<file path="src/rtl/mantissa_normalizer.sv">
// Post-add mantissa normalizer: corrects carry-out with a one-bit right shift,
// or left-shifts one bit per cycle until the hidden bit is set.
module mantissa_normalizer (
   input  logic        clk,
   input  logic        flush_n,
   input  logic        in_valid,
   output logic        in_ready,
   input  logic [24:0] sum_mant,
   output logic        out_valid,
   input  logic        out_ready,
   output logic [23:0] norm_mant,
   output logic [4:0]  shift_amt,
   output logic        exp_adjust_en,
   output logic        exp_dec,
   output logic        sticky,
   output logic        is_zero
);

   typedef enum logic [1:0] {
      IDLE = 2'd0,
      EVAL = 2'd1,
      DONE = 2'd2
   } state_t;

   state_t      r_state;
   state_t      w_next;

   logic [24:0] r_work;
   logic [4:0]  r_cnt;
   logic [23:0] r_norm_mant;
   logic [4:0]  r_shift_amt;
   logic        r_exp_adjust_en;
   logic        r_exp_dec;
   logic        r_sticky;
   logic        r_is_zero;

   logic        w_carry;
   logic        w_hidden;
   logic        w_zero;
   logic        w_cnt_nz;

   assign w_carry  = r_work[24];
   assign w_hidden = r_work[23];
   assign w_zero   = (r_work == '0);
   assign w_cnt_nz = (r_cnt != '0);

   always_ff @(posedge clk or negedge flush_n) begin
      if (!flush_n) begin
         r_state <= IDLE;
      end else begin
         r_state <= w_next;
      end
   end

   always_comb begin
      w_next = r_state;
      case (r_state)
         IDLE: if (in_valid) w_next = EVAL;
         EVAL: if (w_carry || w_hidden || w_zero) w_next = DONE;
         DONE: if (out_ready) w_next = IDLE;
         default: w_next = IDLE;
      endcase
   end

   // A nonzero operand always reaches bit 23 within 23 shifts, so r_cnt stays <= 23.
   always_ff @(posedge clk or negedge flush_n) begin
      if (!flush_n) begin
         r_work          <= '0;
         r_cnt           <= '0;
         r_norm_mant     <= '0;
         r_shift_amt     <= '0;
         r_exp_adjust_en <= 1'b0;
         r_exp_dec       <= 1'b0;
         r_sticky        <= 1'b0;
         r_is_zero       <= 1'b0;
      end else begin
         case (r_state)
            IDLE: begin
               if (in_valid) begin
                  r_work <= sum_mant;
                  r_cnt  <= '0;
               end
            end
            EVAL: begin
               if (w_carry) begin
                  r_norm_mant     <= r_work[24:1];
                  r_shift_amt     <= 5'd1;
                  r_exp_adjust_en <= 1'b1;
                  r_exp_dec       <= 1'b0;
                  r_sticky        <= r_work[0];
                  r_is_zero       <= 1'b0;
               end else if (w_hidden) begin
                  r_norm_mant     <= r_work[23:0];
                  r_shift_amt     <= r_cnt;
                  r_exp_adjust_en <= w_cnt_nz;
                  r_exp_dec       <= w_cnt_nz;
                  r_sticky        <= 1'b0;
                  r_is_zero       <= 1'b0;
               end else if (w_zero) begin
                  r_norm_mant     <= '0;
                  r_shift_amt     <= '0;
                  r_exp_adjust_en <= 1'b0;
                  r_exp_dec       <= 1'b0;
                  r_sticky        <= 1'b0;
                  r_is_zero       <= 1'b1;
               end else begin
                  r_work <= {1'b0, r_work[22:0], 1'b0};
                  r_cnt  <= r_cnt + 5'd1;
               end
            end
            default: ;
         endcase
      end
   end

   assign in_ready      = (r_state == IDLE);
   assign out_valid     = (r_state == DONE);
   assign norm_mant     = r_norm_mant;
   assign shift_amt     = r_shift_amt;
   assign exp_adjust_en = r_exp_adjust_en;
   assign exp_dec       = r_exp_dec;
   assign sticky        = r_sticky;
   assign is_zero       = r_is_zero;

endmodule

</file>
<file path="config.mk">
export PLATFORM = sky130hd
export DESIGN_NAME = mantissa_normalizer
export DESIGN_NICKNAME = d
export VERILOG_FILES = /design/src/rtl/mantissa_normalizer.sv
export SDC_FILE = /design/constraint.sdc
export NUM_CORES = 1
export LEC_CHECK = 0
export CORE_MARGIN = 3
export CORE_UTILIZATION = 39
export DETAILED_ROUTE_END_ITERATION = 6
export GPL_TIMING_DRIVEN = 0
export HOLD_SLACK_MARGIN = 0.02
export MAX_ROUTING_LAYER = met4
export SLEW_MARGIN = 10
export SYNTH_ARGS = -nofsm -noshare
export SYNTH_HDL_FRONTEND = slang
export SYNTH_SLANG_ARGS = --single-unit
</file>
<file path="constraint.sdc">
create_clock -name clk -period 2 [get_ports clk]
set_input_delay 0.4 -clock clk [delete_from_list [all_inputs] [get_ports clk]]
set_output_delay 0.4 -clock clk [all_outputs]
set_load 0.01 [all_outputs]
</file>
# Word-level counts from Yosys, hierarchy flattened
# Index checks and enable logic that the tools add are counted.
[word_totals] wordCells=61 reg_bits=65 romBits=0 latch_bits=0 ramBits=0 in_bits=29 mem_count=0 out_inout_bits=35
[op_classes] n_shift=0 multipliers=0 n_bitwise=0 div_mod_pow=0 order_cmp=0 n_eq_ne=8 mux=29 n_reduce_logical=12 addsub=1
[op_table] op="$mux 24" n=5
[op_table] op="$mux 25" n=2
[op_table] op="$pmux 25 s2" n=1
[op_table] op="$mux 5" n=7
[op_table] op="$logic_not 25->1" n=1
[op_table] op="$ne 2x2->1 const B" n=5
[op_table] op="$pmux 5 s2" n=1
[op_table] op="$mux 1" n=9
[op_table] op="$mux 2" n=3
[op_table] op="$pmux 2 s3" n=1
[op_table] op="$reduce_and 3->1" n=2
[op_table] op="$add 5x1->5 const B" n=1
[op_table] op="$reduce_and 5->1" n=1
[op_table] op="$reduce_bool 5->1" n=1
[op_table] op="$reduce_and 2->1" n=2
[op_table] op="$reduce_bool 3->1" n=1
[op_table] op="$eq 2x1->1 const B" n=1
[op_table] op="$eq 2x2->1 const B" n=1
[op_table] op="$logic_not 2->1" n=1
[op_table] op="$logic_or 1x1->1" n=2
[op_table] op="$ne 2x1->1 const B" n=1
[op_table] op="$reduce_bool 2->1" n=1

# Longest topological paths before layout
# Gate-level depths: netlist of the first run.
[logic_depth] depth_word=5 depth_mapped=7 mapped_depth_nobuf=6

# Worst setup path after synthesis of the first run
# No wires, ideal clock.
[synth_path] path_type="register to register" from="reg r_work[9]" to="reg r_cnt[3]" required_ns=1.876 n_path_buf=0 setup_ns=0.124 path_stages_with_launch=6 path_slack_ns=0.320 synth_period_minus_slack_ns=1.680 t_arrival_ns=1.556 path_cell_list="dfrtp_1 nor4_1 nand3_1 o21a_4 and3_1 a211o_1"
[synth_via] elab_chain_len=3
[synth_lines] item="from (decl)" line_no="28" rtl="logic [24:0] r_work;"
[synth_lines] item="from (signal assigned)" line_no="80" rtl="r_work <= sum_mant;"
[synth_lines] item="from (signal assigned)" line_no="107" rtl="r_work <= {1'b0, r_work[22:0], 1'b0};"
[synth_lines] item="$logic_not 25->1" line_no="44" rtl="assign w_zero = (r_work == '0);"
[synth_lines] item="$ne 2x2->1 (no source line)"
[synth_lines] item="$reduce_and 5->1 (no source line)"
[synth_lines] item="to (signal assigned)" line_no="108" rtl="r_cnt <= r_cnt + 5'd1;"
[synth_lines] item="to (decl)" line_no="29" rtl="logic [4:0] r_cnt;"
# No other way between the ends.
# A chain may end at the register's enable or synchronous reset.

# Worst setup path in the final report of the first run
[layout_path] from="reg r_work[0]" to="reg r_norm_mant[1], in the netlist norm_mant[1]"
[layout_via] elab_chain_len=3
[layout_lines] item="$logic_not 25->1" line_no="44"
[layout_lines] item="$reduce_bool 3->1 (no source line)"
[layout_lines] item="$reduce_and 2->1 (no source line)"
[layout_lines] item="to (signal assigned)" line_no="86" rtl="r_norm_mant <= r_work[24:1];"
[layout_lines] item="to (signal assigned)" line_no="93" rtl="r_norm_mant <= r_work[23:0];"
[layout_lines] item="to (decl)" line_no="30" rtl="logic [23:0] r_norm_mant;"
# No other way between the ends.

==> results.yml, run 1 <==
power:
  cellLeakagePower_nw: 1.866
  vdd_ir_drop_max_v: 0.0007175
  p_per_area_nw_per_um2: 1647
  total_power_after_layout_mw: 6.812
drt:
  drt.antenna.violating_nets: 0
  detailed_route_wl_mm: 8.168
  drt_first_iter_violations: 104
  via_count: 2528
  drc: 0
  post_drt_wl_per_cell_um: 17.49
  detailedRoute.firstPassIterationCount: 4
  routed_via_density: 5.413
grt:
  number_of_global_route_vias_before_repair: 2564
  grt_use_total_pct: 20.38
  grt_pass1_wl_mm: 13.54
  grt_max_degree: 47
  overflow: 0
  initial_antenna_violation_count: 0
finish:
  layout_common_cells: "sky130_fd_sc_hd__dfrtp_1, sky130_fd_sc_hd__clkdlybuf4s50_1, sky130_fd_sc_hd__nor2_1"
  register_area_sq_um: 1627
  final.fill_count: 654
  final_util_pct: 56.11
  instances_no_fill: 467
  area_delta_synth_final_pct: 36.68
  multi_input_comb_area_sq_um: 1326
  finalInstanceArea_sq_um: 4135
  insertedDiodeCount: 0
  layout-drive-gt1-share_pct: 13.04
  design.final.nets: 394
  layout.cells.most_common: "sky130_fd_sc_hd__dfrtp_1"
worst_setup_path:
  cp_num_cells: 6
  crit_type: "register to register"
  critPathMaxFanout: 10
  worstPathArrival_ns: 2.12
  timing.critical_path.from_type: "register"
  worst-endpoint-required_ns: 2.22
  r2r_cells: 6
  cp-end-kind: "register"
  crit_buf_inv: 2
  critical_path.max_stage_delay_ns: 0.48
  slowest_stage: "sky130_fd_sc_hd__dfrtp_1"
  critPathTopFamily: "simple AND/OR/NAND/NOR gates"
  crit_path_cell_trace: "nor4_2 > nand4_1 > o21ai_4 > buf_4 > buf_6 > a21oi_1"
sta:
  fin_crit_share_pct: 95.10
  fmaxAchievable_mhz: 525.8
  setup_viol: 0
  timing.max_slew.rel_slack_pct: 63.80
  worst_clock_skew_ns: 0.01020
  finalWorstSetupSlack_ns: 0.09798
  finalSetupTns_ns: 0
  timing.final.crit_period_ns: 1.902
  finalHoldViolCount: 0
  final_max_slew_viol_count: 0
  worst_slew_pin_slew_ns: 0.5430
  timing.hold.ws_ns: 0.4851
placed_design:
  place.port_buffers: 63
  placed_cell_area_sq_um: 3805
  dp_slack_ns: -0.1597
  place_hpwl_mm: 5.631
  routabilityCongestion: 0.8314
  place.detailed.instances: 448
synthesis:
  ys.warnings.count: 0
  yosysTopAreaCellShare_pct: 53.76
  avgSynthCellArea_sq_um: 10.62
  most_area_consuming_cells_after_synthesis: "sky130_fd_sc_hd__dfrtp_1, sky130_fd_sc_hd__a22o_1, sky130_fd_sc_hd__a21o_1"
  net_count_after_synthesis: 316
  sequential_to_total_area_share_from_yosys_stat_pct: 53.76
  syn_inst: 285
  synthesized_flop_and_latch_total: 65
  yosys.cell_types.count: 40
  synth_area_leader_cell: "sky130_fd_sc_hd__dfrtp_1"
  synth.cell_area_sq_um: 3025
cts:
  worst_skew_pair.late_latency_ns: 0.34
  tritoncts: "built"
  cts_buffer_depth: 2
  ctsRootBufferMaster: "sky130_fd_sc_hd__clkbuf_8"
  clkSlewWorstSetupHoldPaths_ns: 0.07
  cts_buffers: 9
  htree_levels: 3
  cts.sinks: 65
floorplan:
  pin_count: 64
  die_h_um: 94.08
  initial_utilization_pct: 41.05
  die_area_sq_um: 8850
  fp.dieW_um: 94.08
  floorplan.core_area_sq_um: 7370
  fp-row-count: 31
hold_path:
  worstHoldPathType: "primary input to async pin"
run_status:
  status: "finished, final reports clean"
job:
  cap_viol_max_count: 0
[sequential cells by signal, summed over array words and instances (netlist names)]
name and cells:
exp_adjust_en 1, r_cnt 5, r_state 2, norm_mant 24, exp_dec 1, r_work 25
shift_amt 5, is_zero 1, sticky 1
[metal layers]
metal | GRT usage, % | wire [um] | up-vias
li1 | - | - | 1211
met1 | 29.77 | 3913 | 1237
met2 | 29.10 | 3750 | 76
met3 | 3.205 | 471 | 4
met4 | 6.498 | 33 | 0
met5 | - | 0 | -
[synthesized netlist by cell type, drive strengths merged]
cell     number
a211o         1
a21o         24
a21oi        25
a22o         23
a22oi        24
a31o          1
a31oi         1
and2          2
and3          3
buf           8
clkbuf       11
dfrtp        65
ha            2
inv           9
mux2          1
nand2        11
nand2b        1
nand3         5
nand4         2
nor2         30
nor2b         4
nor3          4
nor4          5
o2111ai       1
o21a          2
o21ai        14
o22ai         2
o2bb2ai       1
o31ai         1
o41ai         2
[report_power, final]
group,total (mW),switching [mW],leakage (nW),internal (mW)
Clock,1.23,0.527,0.109,0.701
Sequential,2.53,0.636,0.795,1.90
Combinational,3.05,1.52,0.962,1.53
Total,6.81,2.69,1.87,4.13
[kinds of logic after synthesis]
kind of cell / after synthesis / synth area share [%]
fa+ha+maj: 2 / 0.8270
buf+inv: 28 / 4.921
compound gates: 122 / 28.49
simple gates: 67 / 11.62
flops: 65 / 53.76
mux: 1 / 0.3722
[worst reg2reg max path, stage by stage, from the launching register on]
cell and delay, ns:
sky130_fd_sc_hd__dfrtp_1 0.48, sky130_fd_sc_hd__nor4_2 0.35, sky130_fd_sc_hd__nand4_1 0.25, sky130_fd_sc_hd__o21ai_4 0.25
sky130_fd_sc_hd__buf_4 0.22, sky130_fd_sc_hd__buf_6 0.17, sky130_fd_sc_hd__a21oi_1 0.08
[what timing repair did]
action | in CTS | in global routing
gates cloned | 0 | 0
hold buffers | 1 | 0
resized for setup | 7 | 14
setup buffers | 0 | 3
setup endpoints to repair | 50 | 49
endpoints found under the hold margin | 19 | 0
pin swaps | 1 | 1
[worst paths after layout]
check                                 startpoint                       end  slack (ns)
max in group asynchronous                flush_n     r_work[2]$_DFFE_PN0P_        1.00
min in group clk             is_zero$_DFFE_PN0P_       is_zero$_DFFE_PN0P_        0.50
max reg2reg                r_work[0]$_DFFE_PN0P_  norm_mant[1]$_DFFE_PN0P_         0.1
min                                      flush_n  shift_amt[3]$_DFFE_PN0P_        0.49
max                        r_work[0]$_DFFE_PN0P_  norm_mant[1]$_DFFE_PN0P_         0.1
min reg2reg                  is_zero$_DFFE_PN0P_       is_zero$_DFFE_PN0P_        0.50
[layout make-up]
type / count / area share [%]
plain buffers: 18 / 2.844
well taps: 99 / 2.995
repair buffers: 68 / 16.64
flip-flops and latches: 65 / 39.33
clock buffers: 9 / 2.995
inverters: 9 / 0.8169
multi-input cells: 192 / 32.07
clock inverters: 7 / 2.300
(Power assumes the default switching activity.)
==> run 2: changes to the inputs <==
Settings changed: CELL_PAD_IN_SITES_DETAIL_PLACEMENT from default to 0, CELL_PAD_IN_SITES_GLOBAL_PLACEMENT from default to 1, PLACE_DENSITY from default to 0.79.
==> run 2 against run 1 <==
  * Hold slack lost 0.013 ns
  * Worst setup slack worse by 0.012 ns
  * Fmax fell by 0.64%
  * Cell count rose by 0.43%
  * Sequential share of layout area rose by 0.48 points
  * Routed wire length fell by 0.73%
  * Non-clock buffer count up 3
  * Combinational power about the same
  * Register-to-register slack about the same
  * First-iteration DRC count up 7.7%
  * Clock skew is 0.0011 ns higher
  * Largest cell class unchanged
==> results.yml, run 2 (same netlist as run 1, synthesis figures left out) <==
run_status:
  status: "finished, final reports clean"
drt:
  routed_via_density: 5.486
  drc: 0
  detailedRoute.firstPassIterationCount: 4
  via_count: 2573
  drt_first_iter_violations: 112
  drt.antenna.violating_nets: 0
  post_drt_wl_per_cell_um: 17.29
  detailed_route_wl_mm: 8.108
power:
  total_power_after_layout_mw: 6.542
  cell_internal_pwr_mw: 3.900
  cellLeakagePower_nw: 1.849
  total_switching_power_mw: 2.642
  p_per_area_nw_per_um2: 1600
  share_of_total_power_consumed_by_net_switching_pct: 40.38
  power_frac_comb_pct: 46.7
  p_seq_share_pct: 38.5
  power_frac_clock_pct: 14.7
  vdd_ir_drop_max_v: 0.0008676
grt:
  grt_pass1_wl_mm: 13.31
  initial_antenna_violation_count: 0
  number_of_global_route_vias_before_repair: 2503
  overflow: 0
  grt_use_total_pct: 20.12
  grt_max_degree: 51
placed_design:
  place_hpwl_mm: 5.559
  place.detailed.instances: 448
  placed_cell_area_sq_um: 3805
  dp_slack_ns: -0.1319
  routabilityCongestion: 0.7955
  place.port_buffers: 63
worst_setup_path:
  worstPathArrival_ns: 2.18
  r2r_cells: 6
  cp-end-kind: "register"
  critical_path.max_stage_delay_ns: 0.45
  critPathTopFamily: "simple AND/OR/NAND/NOR gates"
  slowest_stage: "sky130_fd_sc_hd__dfrtp_2"
  crit_buf_inv: 1
  critPathMaxFanout: 10
  crit_type: "register to register"
  worst-endpoint-required_ns: 2.27
  timing.critical_path.from_type: "register"
  cp_num_cells: 6
  crit_path_cell_trace: "nor4_4 > nand4_4 > o21a_4 > nor2_8 > buf_8 > a21o_1"
sta:
  worst_clock_skew_ns: 0.01126
  fmaxAchievable_mhz: 522.4
  finalHoldViolCount: 0
  finalSetupTns_ns: 0
  setup_repair_after_global_routing_missed_its_margin: "no"
  setup_viol: 0
  timing.max_slew.rel_slack_pct: 63.29
  fin_crit_share_pct: 95.72
  worst_slew_pin_slew_ns: 0.5507
  timing.hold.ws_ns: 0.4725
  timing.final.crit_period_ns: 1.914
  finalWorstSetupSlack_ns: 0.08567
  final_max_slew_viol_count: 0
finish:
  area_delta_synth_final_pct: 35.15
  final_util_pct: 55.48
  largest-register: "r_work"
  register_area_sq_um: 1628
  largest_register_ffs: 25
  final.fill_count: 667
  multi_input_comb_area_sq_um: 1313
  instances_no_fill: 469
  layout_common_cells: "sky130_fd_sc_hd__dfrtp_1, sky130_fd_sc_hd__clkdlybuf4s50_1, sky130_fd_sc_hd__nor2_1"
  finalInstanceArea_sq_um: 4089
  layout-drive-gt1-share_pct: 13.24
  insertedDiodeCount: 0
  layout.cells.most_common: "sky130_fd_sc_hd__dfrtp_1"
  design.final.nets: 397
cts:
  ctsRootBufferMaster: "sky130_fd_sc_hd__clkbuf_8"
  cts.sinks: 65
  htree_levels: 3
  clkSlewWorstSetupHoldPaths_ns: 0.07
  worst_skew_pair.late_latency_ns: 0.33
  tritoncts: "built"
  cts_buffer_depth: 2
  cts_buffers: 9
floorplan:
  die_h_um: 94.08
  initial_utilization_pct: 41.05
  fp-row-count: 31
  floorplan.core_area_sq_um: 7370
  pin_count: 64
  fp.dieW_um: 94.08
  die_area_sq_um: 8850
hold_path:
  worstHoldPathType: "primary input to async pin"
job:
  cap_viol_max_count: 0
## run 2: power by group through the flow
stage                     registers [mW]  logic [mW]  clock network, mW
after floorplan                     2.48        1.67                  0
after global placement              2.47        2.93                  0
final                               2.52        3.06              0.964
after detailed placement            2.48        2.97                  0
after global routing                2.61        3.36               1.05
after CTS                           2.48        3.02              0.978
## run 2: area by class of cell
class                           count  share of cell area, %
Buffer                             18                  2.907
Clock buffer                       11                  3.458
Clock inverter                      4                 0.4896
Inverter                            9                 0.8262
Multi-Input combinational cell    192                  32.10
Sequential cell                    65                  39.81
Tap cell                           99                  3.029
Timing Repair Buffer               71                  17.38
## run 2: layer usage
| layer | GRT usage, % | routed length, um | vias to the layer above |
|---|---|---|---|
| met1 | 29.25 | 4016 | 1282 |
| met5 | - | 0 | - |
| met4 | 4.934 | 33 | 0 |
| met2 | 28.74 | 3703 | 66 |
| li1 | - | - | 1221 |
| met3 | 4.327 | 354 | 4 |
## run 2: final timing paths
| kind | from | to | slack [ns] |
|---|---|---|---|
| setup / recovery | r_work[18]$_DFFE_PN0P_ | r_work[16]$_DFFE_PN0P_ | 0.09 |
| setup reg to reg | r_work[18]$_DFFE_PN0P_ | r_work[16]$_DFFE_PN0P_ | 0.09 |
| max in group asynchronous | flush_n | norm_mant[0]$_DFFE_PN0P_ | 1.01 |
| min in group clk | shift_amt[0]$_DFFE_PN0P_ | shift_amt[0]$_DFFE_PN0P_ | 0.50 |
| hold / removal | flush_n | norm_mant[13]$_DFFE_PN0P_ | 0.47 |
| hold reg to reg | shift_amt[0]$_DFFE_PN0P_ | shift_amt[0]$_DFFE_PN0P_ | 0.50 |
## run 2: what timing repair did
item,4_1_cts,5_1_grt
resized for setup,5,15
setup buffers,1,5
pin swaps,1,3
hold buffers,1,0
setup endpoints to repair,43,49
endpoints found under the hold margin,15,0
